[config.mk]
export PLATFORM = sky130hd
export DESIGN_NAME = timestep_sequencer
export DESIGN_NICKNAME = d
export VERILOG_FILES = /design/src/rtl/timestep_sequencer.sv
export SDC_FILE = /design/constraint.sdc
export NUM_CORES = 1
export LEC_CHECK = 0
export ABC_AREA = 1
export BUFFER_PORTS_ARGS = -buffer_cell sky130_fd_sc_hd__buf_2
export CORE_MARGIN = 1.5
export CORE_UTILIZATION = 23
export CTS_CLUSTER_DIAMETER = 30
export DETAILED_ROUTE_END_ITERATION = 10
export GPL_ROUTABILITY_DRIVEN = 0
export SYNTH_ARGS = -nofsm -noshare
export SYNTH_HDL_FRONTEND = slang
export SYNTH_SLANG_ARGS = --single-unit
[constraint.sdc]
create_clock -name clk -period 3.3 [get_ports clk]
set_input_delay 0.165 -clock clk [delete_from_list [all_inputs] [get_ports clk]]
set_output_delay 0.165 -clock clk [all_outputs]
set_load 0.01 [all_outputs]
[src/rtl/timestep_sequencer.sv]
// timestep_sequencer
// Runs num_steps timesteps. Each timestep drains the spike FIFO, swaps the
// accumulator array, waits for the array to settle, reads back the current of
// every neuron tag, and hands each current to the neuron-update unit with a
// valid/ready handshake.
//
// Ports
//   clk, reset              clock, synchronous active-high reset
//   start, num_steps        begin a run (num_steps sampled on an accepted start)
//   cim_busy, fifo_empty    array / spike FIFO status
//   cim_swap                one-cycle swap request
//   cim_read_en, cim_i_tag  read request and tag; data returns READ_LAT later
//   cim_i_in                current read back from the array
//   cur_valid/tag/value     current presented to the neuron-update unit
//   cur_ready               neuron-update unit accepts the current
//   step_count              completed timesteps in the current run
//   running, done, phase    status: not idle, end-of-run pulse, state code
//
// state    | meaning
// IDLE     | waiting for start
// DRAIN    | waiting for empty spike FIFO and idle array
// SWAP     | one-cycle swap request
// SETTLE   | minimum two cycles, then until array not busy
// RD_ISSUE | read request for the current tag
// RD_WAIT  | waiting out the array read latency
// PRESENT  | current offered to the neuron-update unit
// FINISH   | one-cycle done pulse
module timestep_sequencer #(
  parameter int NUMWIDTH = 16,
  parameter int TAGBITS  = 2,
  parameter int READ_LAT = 2
) (
  input  logic                clk,
  input  logic                reset,
  input  logic                start,
  input  logic [15:0]         num_steps,
  input  logic                cim_busy,
  input  logic                fifo_empty,
  output logic                cim_swap,
  output logic                cim_read_en,
  output logic [TAGBITS-1:0]  cim_i_tag,
  input  logic [NUMWIDTH:0]   cim_i_in,
  output logic                cur_valid,
  output logic [TAGBITS-1:0]  cur_tag,
  output logic [NUMWIDTH:0]   cur_value,
  input  logic                cur_ready,
  output logic [15:0]         step_count,
  output logic                running,
  output logic                done,
  output logic [2:0]          phase
);

  localparam int NUMNEURONS = 2 ** TAGBITS;
  localparam logic [TAGBITS-1:0] TAG_LAST = TAGBITS'(NUMNEURONS - 1);

  localparam logic [2:0] IDLE     = 3'd0;
  localparam logic [2:0] DRAIN    = 3'd1;
  localparam logic [2:0] SWAP     = 3'd2;
  localparam logic [2:0] SETTLE   = 3'd3;
  localparam logic [2:0] RD_ISSUE = 3'd4;
  localparam logic [2:0] RD_WAIT  = 3'd5;
  localparam logic [2:0] PRESENT  = 3'd6;
  localparam logic [2:0] FINISH   = 3'd7;

  logic [2:0]          state_q, state_d;
  logic [TAGBITS-1:0]  tag_q, tag_d;
  logic [15:0]         step_count_q, step_count_d;
  logic [15:0]         num_steps_q, num_steps_d;
  logic                settle_q, settle_d;
  logic [7:0]          wait_q, wait_d;
  logic [TAGBITS-1:0]  cur_tag_q, cur_tag_d;
  logic [NUMWIDTH:0]   cur_value_q, cur_value_d;
  logic [15:0]         step_next;

  assign step_next = step_count_q + 16'd1;

  always_comb begin
    state_d      = state_q;
    tag_d        = tag_q;
    step_count_d = step_count_q;
    num_steps_d  = num_steps_q;
    settle_d     = settle_q;
    wait_d       = wait_q;
    cur_tag_d    = cur_tag_q;
    cur_value_d  = cur_value_q;
    case (state_q)
      IDLE: begin
        if (start) begin
          num_steps_d  = num_steps;
          step_count_d = 16'd0;
          state_d      = (num_steps == 16'd0) ? FINISH : DRAIN;
        end
      end
      DRAIN: begin
        if (fifo_empty && !cim_busy) state_d = SWAP;
      end
      SWAP: begin
        // settle_q=1 marks the first of the two mandatory settle cycles
        settle_d = 1'b1;
        state_d  = SETTLE;
      end
      SETTLE: begin
        if (settle_q) begin
          settle_d = 1'b0;
        end else if (!cim_busy) begin
          tag_d   = '0;
          state_d = RD_ISSUE;
        end
      end
      RD_ISSUE: begin
        // RD_WAIT lasts READ_LAT cycles so capture lands on the data-valid cycle
        wait_d  = 8'(READ_LAT - 1);
        state_d = RD_WAIT;
      end
      RD_WAIT: begin
        if (wait_q == 8'd0) begin
          cur_value_d = cim_i_in;
          cur_tag_d   = tag_q;
          state_d     = PRESENT;
        end else begin
          wait_d = wait_q - 8'd1;
        end
      end
      PRESENT: begin
        if (cur_ready) begin
          if (tag_q != TAG_LAST) begin
            tag_d   = tag_q + 1'b1;
            state_d = RD_ISSUE;
          end else begin
            step_count_d = step_next;
            state_d      = (step_next == num_steps_q) ? FINISH : DRAIN;
          end
        end
      end
      FINISH: begin
        state_d = IDLE;
      end
      default: begin
        state_d = IDLE;
      end
    endcase
  end

  always_ff @(posedge clk) begin
    if (reset) begin
      state_q      <= IDLE;
      tag_q        <= '0;
      step_count_q <= 16'd0;
      num_steps_q  <= 16'd0;
      settle_q     <= 1'b0;
      wait_q       <= 8'd0;
      cur_tag_q    <= '0;
      cur_value_q  <= '0;
    end else begin
      state_q      <= state_d;
      tag_q        <= tag_d;
      step_count_q <= step_count_d;
      num_steps_q  <= num_steps_d;
      settle_q     <= settle_d;
      wait_q       <= wait_d;
      cur_tag_q    <= cur_tag_d;
      cur_value_q  <= cur_value_d;
    end
  end

  assign cim_swap    = (state_q == SWAP);
  assign cim_read_en = (state_q == RD_ISSUE);
  assign cim_i_tag   = tag_q;
  assign cur_valid   = (state_q == PRESENT);
  assign cur_tag     = cur_tag_q;
  assign cur_value   = cur_value_q;
  assign step_count  = step_count_q;
  assign running     = (state_q != IDLE);
  assign done        = (state_q == FINISH);
  assign phase       = state_q;

endmodule
==> flow_summary.ini <==
[place]
hpwl_um = 7070
port_buffers = 83
dp_slack_ns = 1.20

[timing]
timing.final.crit_share_pct = 63.6
max-slew-margin-rel_pct = 41.2
rsz0062_at_grt = no
setup_viol = 0
hold_viol_final = 0
slew_viol_final = 0
finalCriticalPeriod_ns = 2.10
finalSetupTns_ns = 0
layout_setup_ws_ns = 1.20
fmax_mhz = 476
skew_ns = 0.00720
worst_slew_pin_slew_ns = 0.882

[cts]
clk_path_buf_depth = 2
numClockSinks = 65
ctsResizeCount = 0
cts_tree = yes
post_cts_buffers = 0
root_buffer = clkbuf_16
path_clk_slew_ns = 0.06
cts_max_level = 3
hold_buffers = 0
numCtsBuffers = 9
worstSkewPairLatency_ns = 0.34

[power]
peakVddDrop_uv = 418
power.density_nw_per_um2 = 709
power_leakage_nw = 1.91

[worst_setup_path]
criticalPathCategory = reg2reg
worst_path_largest_cell_delay_ns = 0.43
rrSetupSlack_ns = 1.20
cp_num_buf_inv = 1
crit_path_max_fanout = 10
cp_cell_sequence = ha_1 -> nand2_1 -> nor2_4 -> nand2_1 -> nand3_1 -> nand2_1 -> inv_1 -> nand2_1 -> nor2_1 -> nand3_1 -> nor2_1 -> nand2_1 -> nand2_1 -> nand2_1 -> a21oi_1
crit_family = simple AND/OR/NAND/NOR gates
cp-start-kind = flip-flop
cp.required_ns = 3.56
arrival_ns = 2.37
crit_path_top_delay_cell = dfxtp_1
crit_top_cell = nand2_1
cp-end-kind = flip-flop

[hold_path]
min_path_type = in2reg

[die]
rows = 44
die_w_um = 124
die-area_um2 = 15400
coreArea_um2 = 14400
start_util_pct = 23.3
num_io_pins = 84
fp.dieH_um = 124

[cells_and_area]
drive_gt1_share_pct = 20.6
area_growth_syn_to_layout_pct = 26.2
fin_nets = 619

[synth]
ys_top_cells_by_area = dfxtp_1 39%, nand2_1 12%, nor2_1 8.7%, a21oi_1 6.2%, nand3_1 6.1%
synth_seq_cells = 65
yosysMostFrequentCell = nand2_1
synthFlopType = dfxtp_1
synthCells = 497
yosysSeqAreaShare_pct = 38.6
netlist_area_um2 = 3370
async_flop_share_pct = 0
ys_top_cells_by_count = 107 x nand2_1, 78 x nor2_1, 65 x dfxtp_1
post-synth-top-area-cell = dfxtp_1
yosys_warnings = 0
synth_top_cell_area_share_pct = 38.6
synth_edf_count = 0
synth_nets = 539
yosysUniqueCellTypes = 35
syn_avg_cell_area_um2 = 6.77

[grt]
antenna_found_initial = 2
grt_max_degree = 33
overflow = 0
grt_pass1_wl_um = 15700
gr-usage-all-layers_pct = 13.6
grt_pass1_vias = 3227

[drt]
viasPerCell = 4.37
wl_per_cell_um = 12.5
drt_iter0_drc = 151
drtAntennaViolNets = 0
route.vias.total = 3357
drcViolationCount = 0
firstDrtPassIters = 4
wl_um = 9580

[run]
maxCapViolCount = 0

[run_status]
status = completed
==> cell type report <==
cell class,count,area [µm²]
inverters,56,210
well taps,184,230
multi-input cells,361,1780
fillers,1620,10200
flip-flops and latches,65,1300
clock buffers,14,284
diodes,3,7.51
clock inverters,2,10.0
repair buffers,84,423
==> flip-flops by register name (all words and copies together) (netlist names) <==
signal	flops
cim_i_tag	2
cur_tag	2
cur_value	17
num_steps_q	16
phase	3
settle_q	1
step_count	16
wait_q	8
==> path summary, 6_finish.rpt <==
| check | from | end | cells past startpoint |
|---|---|---|---|
| worst max register to register | step_count[0]$_SDFFE_PP0P_ | phase[2]$_SDFFE_PP0P_ | 15 |
| worst min register to register | num_steps_q[2]$_SDFFE_PP0P_ | num_steps_q[2]$_SDFFE_PP0P_ | 2 |
| worst min-delay path | cim_i_in[11] | cur_value[11]$_SDFFE_PP0P_ | 3 |
| worst max-delay path | step_count[0]$_SDFFE_PP0P_ | phase[2]$_SDFFE_PP0P_ | 15 |
==> worst register-to-register path: stages (launching register included) <==
cell and delay (ns):
dfxtp_1 0.43, ha_1 0.22, nand2_1 0.14, nor2_4 0.26, nand2_1 0.11, nand3_1 0.08, nand2_1 0.05, inv_1 0.05
nand2_1 0.06, nor2_1 0.08, nand3_1 0.12, nor2_1 0.15, nand2_1 0.07, nand2_1 0.05, nand2_1 0.05, a21oi_1 0.11
==> cell families after synthesis <==
family                     synth area share, %
DFF                                       38.6
AOI/OAI and AO/OA                         13.6
xor gates and xnor gates                  3.31
adders and majority gates                 1.11
and+or+nand+nor                           34.9
buffers and inverters                     8.44
==> cell usage in the layout (no fill, tap or decap), types with 2 or more instances in the layout <==
cell type	netlist	routed
nand2_1	107	107
buf_2	2	83
nor2_1	78	78
dfxtp_1	65	65
inv_1	53	53
a21oi_1	42	42
nand3_1	41	41
o21ai_0	36	36
nor2_2	10	10
clkbuf_16	0	9
nand4_1	6	6
nor4_1	5	5
or2_2	4	4
nor3_1	4	4
clkbuf_8	0	4
diode_2	0	3
xnor3_1	3	3
xor2_1	3	3
ha_1	3	3
inv_2	2	2
a32oi_1	2	2
nor2_4	2	2
xnor2_1	2	2
a211oi_1	2	2
nor3b_1	2	2
clkinv_2	0	2
==> routing by layer <==
layer  global-route usage (%)  wire [µm]  vias to the layer above
li1                         -          -                     1780
met1                     15.8       4250                     1475
met2                     22.3       4430                       83
met3                     4.95        671                       19
met4                     6.18        230                        0
met5                        0          0                        -
==> through the flow <==
step	area, µm²	total power [mW]	utilization, %	cells	hold slack (ns)
2_1_floorplan	3370	1.82	-	497	0.300
5_1_grt	4240	3.27	29.4	767	0.0535
6_report	4250	3.01	29.5	769	0.0484
4_1_cts	4240	3.05	29.4	766	0.0333
3_3_place_gp	3950	2.09	27.4	750	0.389
3_5_place_dp	3950	2.10	27.4	750	0.393
==> power breakdown <==
| group | internal [mW] | switching, mW |
|---|---|---|
| logic | 0.354 | 0.651 |
| clock network | 0.588 | 0.353 |
| registers | 0.941 | 0.126 |
No activity file was read; power rests on OpenSTA's default activity.
